**config.mk**
```make
export PLATFORM = sky130hd
export DESIGN_NAME = serial_rx_package
export DESIGN_NICKNAME = d
export VERILOG_FILES = /design/src/rtl/serial_rx_package.sv
export SDC_FILE = /design/constraint.sdc
export NUM_CORES = 1
export LEC_CHECK = 0
export CAP_MARGIN = 20
export CORE_MARGIN = 2
export CORE_UTILIZATION = 63
export CTS_BUF_LIST = sky130_fd_sc_hd__clkbuf_2
export DETAILED_ROUTE_END_ITERATION = 10
export GPL_ROUTABILITY_DRIVEN = 1
export PLACE_DENSITY = 0.87
export SLEW_MARGIN = 15
export SYNTH_ARGS = -nofsm -noshare
export SYNTH_HDL_FRONTEND = slang
export SYNTH_SLANG_ARGS = --single-unit
```
**constraint.sdc**
```tcl
create_clock -name clk -period 5.3 [get_ports clk]
set_input_delay 0.795 -clock clk [delete_from_list [all_inputs] [get_ports clk]]
set_output_delay 0.795 -clock clk [all_outputs]
set_load 0.01 [all_outputs]
```
**src/rtl/serial_rx_package.sv**
```systemverilog
// ============================================================================
//  Module   : serial_rx_package
//  Purpose  : Receives 8N1-style serial frames and reassembles 2**AddressWidth
//             words into one wide package word (first word in the MSBs).
//  Revision : 1.0 - initial release
// ============================================================================
`default_nettype none

module serial_rx_package #(
  parameter int AddressWidth     = 3,
  parameter int WordWidth        = 8,
  parameter int SerialTimerWidth = 8,
  parameter int IdleTimeoutBits  = 16
) (
  input  logic                                clk,
  input  logic                                rst,
  input  logic                                rx,
  output logic [WordWidth*(2**AddressWidth)-1:0] data,
  output logic                                valid,
  output logic                                frameError,
  output logic                                busy
);

  localparam int c_WORDS       = 2**AddressWidth;
  localparam int c_PKG_W       = WordWidth * c_WORDS;
  localparam int c_CNT_W       = AddressWidth + 1;
  localparam int c_IDX_W       = $clog2(WordWidth) + 1;
  localparam int c_TO_CYCLES   = IdleTimeoutBits * (2**SerialTimerWidth);
  localparam int c_TO_W        = $clog2(c_TO_CYCLES) + 1;
  localparam logic [SerialTimerWidth-1:0] c_HALF = SerialTimerWidth'(2**(SerialTimerWidth-1) - 1);
  localparam logic [SerialTimerWidth-1:0] c_FULL = '1;

  typedef enum logic [2:0] {
    S_IDLE  = 3'd0,
    S_START = 3'd1,
    S_DATA  = 3'd2,
    S_STOP  = 3'd3,
    S_BREAK = 3'd4
  } state_t;

  state_t                      r_state;
  logic [1:0]                  r_sync;
  logic                        r_rxs_d;
  logic [1:0]                  r_flush;
  logic                        r_armed;
  logic [SerialTimerWidth-1:0] r_t;
  logic [c_IDX_W-1:0]          r_idx;
  logic [WordWidth-1:0]        r_byte;
  logic [c_PKG_W-1:0]          r_pkg;
  logic [c_PKG_W-1:0]          r_data;
  logic [c_CNT_W-1:0]          r_cnt;
  logic [c_TO_W-1:0]           r_to;
  logic                        r_valid;
  logic                        r_fe;

  logic                        w_rxs;
  logic                        w_fall;
  logic                        w_tx;
  logic [c_PKG_W+WordWidth-1:0] w_ext;
  logic [c_PKG_W-1:0]          w_pkg_next;

  assign w_rxs      = r_sync[1];
  // Edges are only trusted once the synchronizer holds real samples and the
  // line has been seen high, so a reset mid-frame cannot start a bogus frame.
  assign w_fall     = r_armed & r_rxs_d & ~w_rxs;
  assign w_tx       = (r_t == '0);
  assign w_ext      = {r_pkg, r_byte};
  assign w_pkg_next = w_ext[c_PKG_W-1:0];

  assign data       = r_data;
  assign valid      = r_valid;
  assign frameError = r_fe;
  assign busy       = (r_state != S_IDLE) || (r_cnt != '0);

  always_ff @(posedge clk or negedge rst) begin
    if (!rst) begin
      r_state <= S_IDLE;
      r_sync  <= 2'b11;
      r_rxs_d <= 1'b1;
      r_flush <= 2'b00;
      r_armed <= 1'b0;
      r_t     <= '0;
      r_idx   <= '0;
      r_byte  <= '0;
      r_pkg   <= '0;
      r_data  <= '0;
      r_cnt   <= '0;
      r_to    <= '0;
      r_valid <= 1'b0;
      r_fe    <= 1'b0;
    end else begin
      r_sync  <= {r_sync[0], rx};
      r_rxs_d <= w_rxs;
      r_flush <= {r_flush[0], 1'b1};
      if (r_flush[1] && w_rxs) r_armed <= 1'b1;
      r_valid <= 1'b0;
      r_fe    <= 1'b0;
      r_t     <= r_t - SerialTimerWidth'(1);

      case (r_state)
        S_IDLE: begin
          if (w_fall) begin
            r_t     <= c_HALF;
            r_to    <= '0;
            r_state <= S_START;
          end else if (r_cnt != '0) begin
            if (r_to == c_TO_W'(c_TO_CYCLES - 1)) begin
              r_cnt <= '0;
              r_to  <= '0;
            end else begin
              r_to <= r_to + c_TO_W'(1);
            end
          end else begin
            r_to <= '0;
          end
        end
        S_START: begin
          if (w_tx) begin
            if (!w_rxs) begin
              r_t     <= c_FULL;
              r_idx   <= '0;
              r_state <= S_DATA;
            end else begin
              r_state <= S_IDLE;
            end
          end
        end
        S_DATA: begin
          if (w_tx) begin
            r_byte <= {w_rxs, r_byte[WordWidth-1:1]};
            r_t    <= c_FULL;
            if (r_idx == c_IDX_W'(WordWidth - 1)) r_state <= S_STOP;
            else                                  r_idx   <= r_idx + c_IDX_W'(1);
          end
        end
        S_STOP: begin
          if (w_tx) begin
            if (w_rxs) begin
              r_pkg   <= w_pkg_next;
              r_state <= S_IDLE;
              if (r_cnt == c_CNT_W'(c_WORDS - 1)) begin
                r_data  <= w_pkg_next;
                r_valid <= 1'b1;
                r_cnt   <= '0;
              end else begin
                r_cnt <= r_cnt + c_CNT_W'(1);
              end
            end else begin
              r_fe    <= 1'b1;
              r_cnt   <= '0;
              r_pkg   <= '0;
              r_state <= S_BREAK;
            end
          end
        end
        S_BREAK: begin
          if (w_rxs) r_state <= S_IDLE;
        end
        default: r_state <= S_IDLE;
      endcase
    end
  end

endmodule

`default_nettype wire

```
==> results_dict.tcl, run 1 <==
set metrics [dict create \
    synth_edf_count 0 \
    totalWireLength_um 13300 \
    diodes 0 \
    drt_iter0_drc 283 \
    io_buffers 69 \
    worstPathCellList "inv_1 > ha_1 > nor3b_1 > nand2_1 > clkdlybuf4s50_1" \
    vias 4325 \
    syn-num-nets 500 \
    comb_power_share_pct 4.1 \
    drive_gt1_share_pct 22.2 \
    synth_largest_area_cell "dfrtp_1" \
    syn_area_mm2 0.00691 \
    whs_ps 211 \
    antenna_found_initial 0 \
    ys_seq_area_share_pct 60.9 \
    synth_area_leaders "dfrtp_1 (60%), mux2_4 (11%), a22o_1 (7.2%)" \
    critPathSlowestCell "clkdlybuf4s50_1" \
    async_reset_ff_share_pct 100 \
    worst-setup-path-type "reg2out" \
    yosysWarnings 0 \
    yosys_register_bits 168 \
    drv_cap 0 \
    clockBufferDepth 2 \
    timing.final.crit_share_pct 60.5 \
    core_mm2 0.0108 \
    relSlewSlack_pct 32.2 \
    grt_overflow 0 \
    firstDrtPassIters 4 \
    p_sw_share_pct 24.2 \
    cellPowerDensity_mw_per_mm2 275 \
    finClkSkew_ps 44.0 \
    clk_pin_slew_worst_paths_ps 250 \
    numCtsBuffers 17 \
    arrival_ps 2410 \
    fin_setup_tns_ps 0 \
    wl_per_cell_um 18.8 \
    min_path_type "in2async" \
    die_area_mm2 0.0118 \
    hold_buffers 0 \
    htree_levels 4 \
    dp_hpwl_um 8400 \
    drc 0 \
    drv_slew 0 \
    max_stage_delay_ps 500 \
    cp_data_required_time_ps 4510 \
    grt_use_total_pct 23.7 \
    cts_resized 0 \
    viasPerCell 6.11 \
    clkLatencyLatePin_ps 690 \
    row_count 38 \
    synth_most_common_cell "dfrtp_1" \
    worstPathMaxFanout 4 \
    seqPwrFrac_pct 61.6 \
    die_h_um 109 \
    io_pins 70 \
    grt_max_degree 126 \
    synth_top_area_share_pct 59.7 \
    gp_congestion 0.772 \
    grt_pass1_vias 4213 \
    vdd_drop_max_mv 0.174 \
    cts_tree "done" \
    rsz0062_at_grt "false" \
    tightest_slew_ps 1010 \
    ant_nets 0 \
    nNetsFinal 564 \
    synthTopCellsByCount "dfrtp_1 (165), a22o_1 (57), mux2_4 (49), nand2_1 (26), mux2_2 (24)" \
    cts_setup_buffers 0 \
    root_buffer "clkbuf_2" \
    leakagePower_nw 3.86 \
    crit_path_end_kind "output pin" \
    power.switching_w 0.000532 \
    syn_to_final_growth_pct 15.6 \
    max_freq_ghz 0.312 \
    hold_violations 0 \
    setup_viol 0 \
    period_minus_slack_ps 3210 \
    die_w_um 109 \
    p_int_w 0.00167 \
    clock_sinks 168 \
    status "complete, no violations" \
    initial_core_util_pct 64.1 \
    ys_dominant_reg_cell "dfrtp_1" \
    worstSetupStartpointType "register" \
    avgSynthCellArea_um2 14.1 \
    synth_cells 491 \
    grt_pass1_wl_um 21700 \
    fin_util_pct 74.0 \
    synth_cell_types 54 \
    power.clock.fraction_pct 34.2 \
]
==> routing by layer <==
layer / global-route usage [%] / wire length [µm] / up-vias
met5: 0 / 0 / -
met4: 6.50 / 170 / 0
met3: 4.90 / 542 / 15
met2: 37.3 / 6680 / 130
met1: 34.1 / 5940 / 2243
li1: - / - / 1937
==> power by group through the flow <==
stage,clock network [W],logic [W],registers (W)
after floorplan,0,0.0000566,0.00137
after global placement,0,0.0000870,0.00137
after detailed placement,0,0.0000915,0.00138
after CTS,0.000770,0.0000922,0.00135
after global routing,0.000829,0.000104,0.00136
final,0.000752,0.0000902,0.00135
==> cells by family (layout without fill, tap and decap cells) <==
| family | Yosys count | after routing | share of synthesized area, % |
|---|---|---|---|
| xor+xnor | 7 | 7 | 0.887 |
| flops | 168 | 168 | 60.9 |
| buf+inv | 36 | 113 | 2.70 |
| mux | 77 | 77 | 15.1 |
| simple gates | 93 | 93 | 7.48 |
| fa+ha+maj | 6 | 6 | 1.09 |
| other cells | 1 | 1 | 0.0542 |
| compound gates | 103 | 103 | 11.8 |
==> final timing paths <==
| check | start | slack, ps | depth (start not counted) | end |
|---|---|---|---|---|
| min in group clk | r_sync[0] | 370 | 0 | r_sync[1] |
| worst max register to register | r_t[0] | 2610 | 7 | data[14] |
| worst min register to register | r_sync[0] | 370 | 0 | r_sync[1] |
| worst min-delay path | rst | 210 | 1 | data[61] |
| max in group asynchronous | rst | 3890 | 2 | r_pkg[15] |
| worst max-delay path | r_cnt[0] | 2090 | 5 | busy |
==> final cells by class <==
type	instances	area, µm²
clock buffers	18	90.1
clock inverters	14	199
fillers	662	2800
inverters	7	26.3
multi-input cells	287	2530
flip-flops and latches	168	4210
well taps	140	175
repair buffers	74	764
==> placed cells by master, fill, tap and decap left out, types with 3 or more instances in the layout <==
cell and instances:
buf_4 3, ha_1 6, dfstp_2 3, and2_1 3, nor3b_1 7, mux2_2 24, mux2i_1 4, nand3_1 8
or4_1 3, clkdlybuf4s50_1 68, clkbuf_2 18, nand4_1 3, nor2_1 13, bufinv_16 4, nor4_1 4, xnor2_1 4
o211ai_1 4, mux2_4 49, clkinvlp_4 3, clkinv_4 3, nand2_1 25, xor2_1 3, a22o_1 57, a21oi_1 3
nor3_1 6, inv_1 7, a31oi_1 15, o21ai_0 8, dfrtp_1 165
==> through the flow <==
stage          cells  power (W)  setup WS, ps  area (µm²)
2_1_floorplan    491    0.00142          3070        6910
3_3_place_gp     674    0.00146          2650        7650
3_5_place_dp     674    0.00147          2550        7650
4_1_cts          706    0.00222          2010        7940
5_1_grt          708    0.00229          1880        7990
6_report         708    0.00220          2090        7990
==> sequential cells by signal, summed over array words and instances, names as in the netlist, 3 cells and up <==
| signal | cells |
|---|---|
| r_pkg | 56 |
| r_idx | 4 |
| r_state | 3 |
| r_cnt | 4 |
| r_to | 13 |
| data | 64 |
| r_t | 8 |
| r_byte | 8 |
==> worst max-delay path, delay by kind of cell, from the launching register on <==
kind	cells	cell delay (ps)
flops	1	450
simple gates	2	550
fa+ha+maj	1	150
buf+inv	2	600
(Power assumes the default switching activity.)
==> run 2: changes to the inputs <==
--- a/config.mk
+++ b/config.mk
@@ -7,11 +7,11 @@
 export LEC_CHECK = 0
 export CAP_MARGIN = 20
 export CORE_MARGIN = 2
-export CORE_UTILIZATION = 63
+export CORE_UTILIZATION = 53
 export CTS_BUF_LIST = sky130_fd_sc_hd__clkbuf_2
 export DETAILED_ROUTE_END_ITERATION = 10
 export GPL_ROUTABILITY_DRIVEN = 1
-export PLACE_DENSITY = 0.87
+export PLACE_DENSITY = 0.78
 export SLEW_MARGIN = 15
 export SYNTH_ARGS = -nofsm -noshare
 export SYNTH_HDL_FRONTEND = slang
==> constraint.sdc (replaced) <==
create_clock -name clk -period 2.85 [get_ports clk]
set_input_delay 0.4275 -clock clk [delete_from_list [all_inputs] [get_ports clk]]
set_output_delay 0.4275 -clock clk [all_outputs]
set_load 0.01 [all_outputs]
==> results_dict.tcl, run 2 (same netlist as run 1, synthesis figures left out) <==
set metrics [dict create \
    status "complete, no violations" \
    critPathSlowestCell "or4_4" \
    wl_met2_um 6350 \
    diodes 0 \
    cellPowerDensity_mw_per_mm2 473 \
    vdd_drop_max_mv 0.488 \
    r2r_setup_slack_ps 350 \
    drc 0 \
    vias 4278 \
    fin_setup_tns_ps 0 \
    ant_nets 0 \
    grt_pass1_vias 4217 \
    drv_slew 0 \
    largest_register_ff_count 64 \
    critical_path.top_delay_family "simple AND/OR/NAND/NOR gates" \
    seq_area_mm2 0.00421 \
    max_stage_delay_ps 560 \
    fillers 976 \
    row_count 41 \
    wl_per_cell_um 17.3 \
    layout_common_cells "dfrtp_1 (165), clkdlybuf4s50_1 (67), a22o_1 (57)" \
    setup_viol 0 \
    grt_pass1_wl_um 21700 \
    root_buffer "clkbuf_2" \
    crit_buf_inv 2 \
    fin_util_pct 63.4 \
    wl_met1_um 5990 \
    dp.cells 715 \
    rsz0062_at_grt "false" \
    final_cells 750 \
    gp_congestion 0.804 \
    relSlewSlack_pct 59.6 \
    drive_gt1_share_pct 23.2 \
    timing.final.crit_share_pct 87.6 \
    period_minus_slack_ps 2500 \
    die_w_um 118 \
    leakagePower_nw 3.88 \
    met3_length_um 504 \
    cts_tree "done" \
    grt_use_total_pct 19.3 \
    worstPathCellList "inv_1 > ha_1 > nor3b_1 > nand2_2 > or4_4 > buf_12 > mux2_4" \
    viasPerCell 5.70 \
    final_common_cell "dfrtp_1" \
    syn_to_final_growth_pct 16.2 \
    arrival_ps 3100 \
    die_h_um 118 \
    nNetsFinal 574 \
    io_buffers 69 \
    max_freq_ghz 0.400 \
    hold_violations 0 \
    worstPathMaxFanout 65 \
    cp_data_required_time_ps 3450 \
    io_pins 70 \
    worstSetupStartpointType "register" \
    top_layer "met4" \
    tightest_slew_ps 604 \
    drv_cap 0 \
    clockBufferDepth 2 \
    clkLatencyLatePin_ps 710 \
    crit_path_end_kind "register" \
    min_path_type "in2reg" \
    dp_hpwl_um 8770 \
    whs_ps 124 \
    antenna_found_initial 0 \
    worst-setup-path-type "reg2reg" \
    finClkSkew_ps 26.5 \
    die_area_mm2 0.0140 \
    clock_sinks 168 \
    numCtsBuffers 17 \
    multi_input_area_mm2 0.00254 \
    initial_core_util_pct 54.6 \
    grt_max_degree 66 \
    clk_pin_slew_worst_paths_ps 200 \
    totalWireLength_um 13000 \
    htree_levels 4 \
    drt_iter0_drc 307 \
    core_mm2 0.0127 \
    firstDrtPassIters 4 \
    grt_overflow 0 \
]
-- run 2: report_power, final --
| group | internal (W) | switching, W | total (W) |
|---|---|---|---|
| clock network | 0.000334 | 0.000771 | 0.00110 |
| registers | 0.00244 | 0.0000759 | 0.00252 |
| logic | 0.0000711 | 0.000106 | 0.000178 |
| total | 0.00285 | 0.000953 | 0.00380 |
-- run 2: layout make-up --
cell class                 instances  share of cell area (%)
timing repair buffer              84                    10.5
sequential                       168                    52.4
tap                              172                    2.68
clock buffer                      24                    1.50
multi-input combinational        287                    31.6
inverter                           7                   0.327
clock inverter                     8                   0.919
-- run 2: final timing paths --
path	start	end	depth (start not counted)
max	r_t[0]	data[43]	7
min	rx	r_sync[0]	1
max reg2reg	r_t[0]	data[43]	7
min reg2reg	r_sync[0]	r_sync[1]	0
max in group asynchronous	rst	r_sync[0]	3
min in group asynchronous	rst	r_pkg[48]	2
-- run 2: stage by stage --
step	total power (W)	area (µm²)	setup slack, ps
after floorplan	0.00265	6910	615
after global placement	0.00272	7800	501
after detailed placement	0.00274	7800	416
after CTS	0.00383	8010	30.2
after global routing	0.00397	8030	223
final	0.00380	8030	353
-- run 2: per-layer routing --
layer  global-route usage [%]  up-vias
met1                     27.6     2215
met3                     4.39       11
met4                     6.10        0
met5                        0        -
li1                         -     1973
met2                     29.5       79
-- run 2: repair_timing --
item | in CTS | in global routing
endpoints found under the setup margin | 1 | 1
resized for setup | 1 | 2
hold buffers | 1 | 0
setup buffers | 0 | 2
endpoints found under the hold margin | 46 | 0
